**src/rtl/fp_mul_issue_ctrl.sv**
```systemverilog
// Round-robin issue controller sharing one FP multiplier among N_REQ requesters.
// Owns the unit's operands, clock-enable and synchronous reset for each operation.
`timescale 1ns/1ps
module fp_mul_issue_ctrl #(
    parameter int N_REQ   = 2,
    parameter int TAG_W   = 4,
    parameter int TIMEOUT = 64
) (
    input  logic                     clk_i,
    input  logic                     rst_n_i,
    input  logic                     flush_i,
    input  logic [N_REQ-1:0]         req_valid_i,
    output logic [N_REQ-1:0]         req_ready_o,
    input  logic [N_REQ*32-1:0]      req_op_a_i,
    input  logic [N_REQ*32-1:0]      req_op_b_i,
    input  logic [N_REQ*TAG_W-1:0]   req_tag_i,
    output logic [31:0]              unit_op_a_o,
    output logic [31:0]              unit_op_b_o,
    output logic                     unit_clk_en_o,
    output logic                     unit_rst_n_o,
    input  logic                     unit_valid_i,
    input  logic [31:0]              unit_result_i,
    input  logic [2:0]               unit_flags_i,
    output logic                     rsp_valid_o,
    input  logic                     rsp_ready_i,
    output logic [31:0]              rsp_result_o,
    output logic [3:0]               rsp_flags_o,
    output logic [TAG_W-1:0]         rsp_tag_o,
    output logic [$clog2(N_REQ)-1:0] rsp_id_o,
    output logic                     busy_o
);
    localparam int ID_W  = $clog2(N_REQ);
    localparam int CNT_W = $clog2(TIMEOUT);

    localparam logic [1:0] ST_IDLE  = 2'd0;
    localparam logic [1:0] ST_RUN   = 2'd1;
    localparam logic [1:0] ST_RESP  = 2'd2;
    localparam logic [1:0] ST_FLUSH = 2'd3;

    localparam logic [31:0]      CANON_NAN = 32'h7FC0_0000;
    localparam logic [CNT_W-1:0] WD_LAST   = CNT_W'(TIMEOUT - 1);

    logic [1:0]       state_q, state_d;
    logic [ID_W-1:0]  rr_ptr_q;
    logic [31:0]      op_a_q, op_b_q;
    logic [TAG_W-1:0] tag_q;
    logic [ID_W-1:0]  id_q;
    logic [CNT_W-1:0] wd_cnt_q;
    logic [31:0]      rsp_result_q;
    logic [3:0]       rsp_flags_q;
    logic             unit_rst_n_q;
    logic             flush_by_wd_q;

    logic [31:0]      op_a_arr [N_REQ];
    logic [31:0]      op_b_arr [N_REQ];
    logic [TAG_W-1:0] tag_arr  [N_REQ];
    logic             grant_valid;
    logic [ID_W-1:0]  grant_idx;
    logic             grant_fire;
    logic             wd_expired;

    function automatic logic [ID_W-1:0] wrap_idx(input logic [ID_W-1:0] base, input int off);
        int s;
        s = int'(base) + off;
        if (s >= N_REQ) s = s - N_REQ;
        return ID_W'(s);
    endfunction

    always_comb begin
        for (int i = 0; i < N_REQ; i++) begin
            op_a_arr[i] = req_op_a_i[i*32 +: 32];
            op_b_arr[i] = req_op_b_i[i*32 +: 32];
            tag_arr[i]  = req_tag_i[i*TAG_W +: TAG_W];
        end
    end

    // Scan from the farthest offset down so the requester nearest rr_ptr wins.
    always_comb begin
        grant_valid = 1'b0;
        grant_idx   = '0;
        for (int k = N_REQ - 1; k >= 0; k--) begin
            if (req_valid_i[wrap_idx(rr_ptr_q, k)]) begin
                grant_valid = 1'b1;
                grant_idx   = wrap_idx(rr_ptr_q, k);
            end
        end
    end

    assign wd_expired = (wd_cnt_q == WD_LAST);

    always_comb begin
        state_d    = state_q;
        grant_fire = 1'b0;
        if (flush_i) begin
            state_d = ST_FLUSH;
        end else begin
            case (state_q)
                ST_IDLE: begin
                    if (grant_valid) begin
                        state_d    = ST_RUN;
                        grant_fire = 1'b1;
                    end
                end
                ST_RUN: begin
                    if (unit_valid_i)    state_d = ST_RESP;
                    else if (wd_expired) state_d = ST_FLUSH;
                end
                ST_RESP:  if (rsp_ready_i) state_d = ST_IDLE;
                ST_FLUSH: state_d = flush_by_wd_q ? ST_RESP : ST_IDLE;
                default:  state_d = ST_IDLE;
            endcase
        end
    end

    // Gated by the raw reset so no grant is visible while the controller is held in reset.
    always_comb begin
        req_ready_o = '0;
        if (grant_fire && rst_n_i) req_ready_o[grant_idx] = 1'b1;
    end

    always_ff @(posedge clk_i or negedge rst_n_i) begin
        if (!rst_n_i) begin
            state_q       <= ST_IDLE;
            rr_ptr_q      <= '0;
            op_a_q        <= '0;
            op_b_q        <= '0;
            tag_q         <= '0;
            id_q          <= '0;
            wd_cnt_q      <= '0;
            rsp_result_q  <= '0;
            rsp_flags_q   <= '0;
            unit_rst_n_q  <= 1'b0;
            flush_by_wd_q <= 1'b0;
        end else begin
            state_q      <= state_d;
            unit_rst_n_q <= (state_d != ST_FLUSH);

            if (grant_fire) begin
                op_a_q   <= op_a_arr[grant_idx];
                op_b_q   <= op_b_arr[grant_idx];
                tag_q    <= tag_arr[grant_idx];
                id_q     <= grant_idx;
                rr_ptr_q <= wrap_idx(grant_idx, 1);
            end

            if (state_q == ST_RUN && !flush_i) begin
                if (unit_valid_i) begin
                    rsp_result_q <= unit_result_i;
                    rsp_flags_q  <= {1'b0, unit_flags_i};
                    wd_cnt_q     <= '0;
                end else if (wd_expired) begin
                    rsp_result_q <= CANON_NAN;
                    rsp_flags_q  <= 4'b1000;
                    wd_cnt_q     <= '0;
                end else begin
                    wd_cnt_q <= wd_cnt_q + 1'b1;
                end
            end else begin
                wd_cnt_q <= '0;
            end

            if (flush_i)
                flush_by_wd_q <= 1'b0;
            else if (state_q == ST_RUN && !unit_valid_i && wd_expired)
                flush_by_wd_q <= 1'b1;
        end
    end

    assign unit_op_a_o   = op_a_q;
    assign unit_op_b_o   = op_b_q;
    assign unit_clk_en_o = (state_q == ST_RUN);
    assign unit_rst_n_o  = unit_rst_n_q;
    assign rsp_valid_o   = (state_q == ST_RESP);
    assign rsp_result_o  = rsp_result_q;
    assign rsp_flags_o   = rsp_flags_q;
    assign rsp_tag_o     = tag_q;
    assign rsp_id_o      = id_q;
    assign busy_o        = (state_q != ST_IDLE);

endmodule

```
**config.mk**
```make
export PLATFORM = sky130hd
export DESIGN_NAME = fp_mul_issue_ctrl
export DESIGN_NICKNAME = d
export VERILOG_FILES = /design/src/rtl/fp_mul_issue_ctrl.sv
export SDC_FILE = /design/constraint.sdc
export NUM_CORES = 1
export LEC_CHECK = 0
export CORE_AREA = 2 2 112 114
export CTS_CLUSTER_DIAMETER = 200
export DETAILED_ROUTE_END_ITERATION = 8
export DIE_AREA = 0 0 114 116
export DONT_BUFFER_PORTS = 1
export HOLD_SLACK_MARGIN = 0.15
export SLEW_MARGIN = 40
export SYNTH_ARGS = -nofsm -noshare
export SYNTH_HDL_FRONTEND = slang
export SYNTH_SLANG_ARGS = --single-unit
```
**constraint.sdc**
```tcl
create_clock -name clk_i -period 2.95 [get_ports clk_i]
set_clock_uncertainty 0.15 [all_clocks]
set_input_delay 0.59 -clock clk_i [delete_from_list [all_inputs] [get_ports clk_i]]
set_output_delay 0.59 -clock clk_i [all_outputs]
set_load 0.01 [all_outputs]
```
== After elaboration in Yosys (flattened, before gate mapping) ==
Index checks and enable logic that the tools add are counted.
Cells by class
  $add $sub $neg: 6
  $lt $le $gt $ge: 8
  eq/ne operators: 5
  muxes and demuxes: 42
  bitwise gates (word level): 1
  reductions and logical operators: 12
Operators by type and width (count)
  $mux 32: 8
  $mux 4: 5
  $mux 6: 3
  $mux 1: 17
  $mux 2: 7
  $pmux 2 s4: 1
  $add 6x1->6 const B: 1
  $eq 6x6->1 const B: 1
  $ge 2x2->1 const B: 3
  $lt 1x2->1 const B: 3
  $reduce_bool 2->1: 3
  $logic_and 1x1->1: 5
  $add 1x1->2 const B: 2
  $eq 2x2->1 const B: 2
  $sub 1x1->1 const B: 3
  $eq 2x1->1 const B: 1
  $ge 1x2->1 const B: 1
  $logic_not 1->1: 2
  $logic_not 2->1: 1
  $ne 2x2->1 const B: 1
  $not 1->2: 1
  $reduce_and 2->1: 1
  $demux 1 s1: 1
  $ge 1x1->1 const B: 1
Word-level totals
  register bits after elaboration: 116
  input port bits: 178

== Logic depth before layout (Yosys ltp) ==
Gate-level depths: netlist of the first run.
  depth in word-level cells: 12
  depth in mapped cells: 7

== Worst setup path after synthesis of the first run ==
No wires, ideal clock.
  kind: in2out
  start point: input port flush_i
  end point: output port req_ready_o[1]
  arrival time: 1.734 ns
  data required time: 2.210 ns
  setup slack: 0.476 ns
  stages: 7
  cell sequence: buf_6 or3_1 buf_2 buf_6 buf_6 nor3b_2 and2_1
Between the ends
  cells in the longest elaborated chain, start to end: 3
RTL lines
  start: declaration: line 11  | input logic flush_i,
  $mux 1: line 94  | if (flush_i) begin
  $logic_and 1x1->1: line 118  | if (grant_fire && rst_n_i) req_ready_o[grant_idx] = 1'b1;
  $mux 2: line 118
  end: declaration: line 13  | output logic [N_REQ-1:0] req_ready_o,
Every way passes these cells.

== Final worst setup path of the first run ==
  start point: register state_q[1]
  end point: output port req_ready_o[1]
Between the ends
  cells in the longest elaborated chain, start to end: 5
RTL lines
  start: declaration: line 43  | logic [1:0] state_q, state_d;
  start signal: assignment: line 135  | state_q <= state_d;
  $logic_not 2->1: line 97  | case (state_q)
  $mux 1: line 97
  $mux 1: line 94
  $logic_and 1x1->1: line 118
  $mux 2: line 118
Every way passes these cells.

==> results of run 1 <==
-- worst min-delay path by stage --
stage	startpoint	endpoint	slack, ns
finish	rst_n_i	rsp_result_o[30]$_DFFE_PN0P_	-0.26
global route	rst_n_i	unit_op_b_o[0]$_DFFE_PN0N_	-0.29
CTS	rst_n_i	state_q[0]$_DFF_PN0_	-0.29
detailed placement	rst_n_i	rsp_result_o[30]$_DFFE_PN0P_	0.15
global placement	rst_n_i	rsp_result_o[25]$_DFFE_PN0P_	0.15
floorplan	rst_n_i	flush_by_wd_q$_DFFE_PN0P_	0.14
-- synthesized netlist by cell type, drive strengths merged, types with 2 or more instances --
cell | instances | area share
nand3 | 4 | 0.0037
a21oi | 13 | 0.012
inv | 5 | 0.0035
buf | 29 | 0.033
dfrtp | 116 | 0.54
clkbuf | 29 | 0.020
nor3b | 2 | 0.0037
nand2 | 74 | 0.052
o21ai | 3 | 0.0028
nor2b | 2 | 0.0023
or3 | 2 | 0.0023
nor2 | 12 | 0.0084
and2 | 2 | 0.0023
xor2 | 2 | 0.0033
or2 | 2 | 0.0023
a22o | 26 | 0.042
o22ai | 10 | 0.012
a221o | 68 | 0.13
and3 | 2 | 0.0023
a31o | 26 | 0.042
nor3 | 71 | 0.066
-- layout make-up --
type,count,area (um^2),area share
Clock buffer,24,502,0.0844
Clock inverter,5,50.0,0.00842
Inverter,5,18.8,0.00316
Multi-Input combinational cell,332,2210,0.372
Sequential cell,116,2900,0.489
Tap cell,147,184,0.0310
Timing Repair Buffer,8,75.1,0.0126
-- where the power goes --
group	total [mW]	internal [mW]	switching (mW)	leakage, nW
clock network	1.93	1.25	0.681	0.278
logic	0.582	0.353	0.229	0.773
registers	2.44	1.95	0.496	1.39
-- per-stage QoR --
stage          total power [mW]  hold slack [ns]  worst slack (ns)  cells  area, um^2
3_5_place_dp               3.05            0.148             0.670    607        5380
4_1_cts                    5.01           -0.288             0.289    637        5940
3_3_place_gp               3.02            0.148             0.740    607        5380
5_1_grt                    5.18           -0.285             0.215    637        5940
6_report                   4.96           -0.262             0.309    637        5940
2_1_floorplan              2.86            0.144             0.476    511        5380
-- state kept, by name, indices dropped and copies added (netlist names) --
register / flops
rsp_tag_o: 4
rr_ptr_q: 1
rsp_id_o: 1
flush_by_wd_q: 1
rsp_flags_o: 4
unit_rst_n_o: 1
rsp_result_o: 32
wd_cnt_q: 6
state_q: 2
unit_op_a_o: 32
unit_op_b_o: 32
-- metal layers --
layer,global-route usage,wire length (um),part of all wire,up-vias
met2,0.344,7270,0.49,236
met3,0.0696,1340,0.091,24
met4,0.0959,347,0.024,0
li1,-,-,-,1875
met1,0.267,5750,0.39,2070
met5,0,0,0,-
-- logic make-up (layout without fill, tap and decap cells) --
kind of cell               Yosys count  after routing  synth area share
xor gates and xnor gates             3              3           0.00488
AOI/OAI and AO/OA                  151            151             0.245
and+or+nand+nor                    177            177             0.152
DFF                                116            116             0.540
buffers and inverters               63             42            0.0565
adders and majority gates            1              1           0.00233
-- placed cells by master (no fill, tap or decap), types with 2 or more instances in the layout --
cell type | netlist | routed
o21ai_0 | 2 | 2
a31o_2 | 6 | 6
xor2_1 | 2 | 2
clkbuf_16 | 0 | 17
inv_1 | 5 | 5
dfrtp_1 | 116 | 116
a221o_1 | 68 | 68
clkbuf_8 | 0 | 5
nand2_1 | 74 | 74
a22o_1 | 26 | 26
buf_4 | 0 | 6
nor2_1 | 12 | 12
and2_1 | 2 | 2
or2_2 | 2 | 2
o22ai_1 | 10 | 10
a31o_1 | 20 | 20
nand3_1 | 4 | 4
clkbuf_1 | 29 | 2
clkinv_2 | 0 | 4
nor3_1 | 71 | 71
a21oi_1 | 13 | 13
-- critical path, cell delays in order, from the launching register on --
cell	delay, ns
dfrtp_1	0.51
or3_2	0.53
nor3b_2	0.22
and2_1	0.24
-- timing repair --
| action | CTS | global route |
|---|---|---|
| resized for setup | 0 | 0 |
| endpoints found under the setup margin | 0 | 0 |
| hold endpoints to repair | 120 | 116 |
==> impl_metrics.py, run 1 <==
metrics = {
    "pwr": {
        "p_per_area_nw_per_um2": 834,
        "power.leakage_nw": 2.44,
        "ir_worst_vdd_uv": 322,
    },
    "finish": {
        "final_util": 0.499,
        "fin_nets": 659,
        "num_antenna_cells": 0,
        "synthToLayoutAreaGrowth_pct": 10.4,
        "layout-drive-gt1-share": 0.100,
        "num-fill-cells": 1085,
    },
    "grt": {
        "grt_pass1_vias": 4068,
        "grt_usage": 0.215,
        "grt_max_degree": 119,
        "grt_pass1_wl_um": 22000,
        "antenna_found_initial": 0,
        "grt_overflow": 0,
    },
    "worst_setup_path": {
        "arrival_ns": 1.90,
        "worstSetupEndpointType": "output pin",
        "start_kind": "flop",
        "crit_start": "state_q[1]$_DFF_PN0_",
        "critPathRequiredTime_ns": 2.21,
        "cp-endpoint": "req_ready_o[1]",
        "reg2reg_depth": 4,
        "worstReg2RegEnd": "unit_op_a_o[9]$_DFFE_PN0N_",
        "reg2reg_slack_ns": 0.65,
        "cp_max_fo": 12,
        "r2r-start": "state_q[1]$_DFF_PN0_",
        "path_class": "flop to output pin",
    },
    "clock_tree": {
        "h-tree-depth": 4,
        "worstSkewPairLatency_ns": 0.40,
        "holdBufCountCts": 1,
        "cts_tree": "done",
        "cts.sinks": 116,
        "cts_buffers": 17,
        "clockRootBuffer": "clkbuf_16",
        "clkTransAtPathRegs_ns": 0.05,
        "cts_buffer_depth": 2,
        "post_cts_buffers": 0,
    },
    "synthesis": {
        "syn_nets": 690,
        "yosysSeqAreaShare": 0.540,
        "syn_area_um2": 5380,
        "ys_ff_latch": 116,
        "synth_cell_type_count": 37,
        "synthCells": 511,
        "ys_warn_count": 0,
        "synth_flop_cell": "dfrtp_1",
        "async_flop_share": 1.00,
        "synth_area_per_cell_um2": 10.5,
        "synth_edf_count": 0,
    },
    "routing": {
        "vias": 4205,
        "routed_wl_um": 14700,
        "post_drt_via_cell_ratio": 6.60,
        "wl_per_cell_um": 23.1,
        "drtPass1Iterations": 5,
        "first_iter_violations": 309,
        "drc": 0,
        "drtAntennaViolNets": 0,
    },
    "run_status": {
        "outcome": "complete, but fails checks",
        "violations": "hold timing",
    },
    "die": {
        "rows": 40,
        "die_w_um": 114,
        "io_pins": 289,
        "fp.coreArea_um2": 11900,
        "die_area_um2": 13200,
        "die_h_um": 116,
        "start_util": 0.452,
    },
    "timing": {
        "timing.hold.ws_ns": -0.262,
        "final.min_clock_period_ns": 2.64,
        "fin_crit_sh": 0.895,
        "final-setup-viol-count": 0,
        "hold_viol_final": 116,
        "tightest_slew_ns": 0.747,
        "drv_slew": 0,
        "max_freq_ghz": 0.379,
        "rsz0062_at_grt": "no",
        "fin_setup_tns_ns": 0,
        "slew_headroom": 0.502,
    },
    "placed_design": {
        "dp_hpwl_um": 9530,
        "io_buffer_count": 0,
        "routabilityCongestion": 0.775,
    },
    "min_path": {
        "hp-class": "input pin to asynchronous set/reset pin",
    },
    "flow_run": {
        "cap_viol_max_count": 0,
    },
}
No activity file was read; power rests on OpenSTA's default activity.
==> inputs of run 2 (changes only) <==
--- a/config.mk
+++ b/config.mk
@@ -5,6 +5,7 @@
 export SDC_FILE = /design/constraint.sdc
 export NUM_CORES = 1
 export LEC_CHECK = 0
+export CAP_MARGIN = 20
 export CORE_AREA = 2 2 112 114
 export CTS_CLUSTER_DIAMETER = 200
 export DETAILED_ROUTE_END_ITERATION = 8
==> results of run 2 <==
The final DEF is identical to that of run 1; final timing and power are the same.
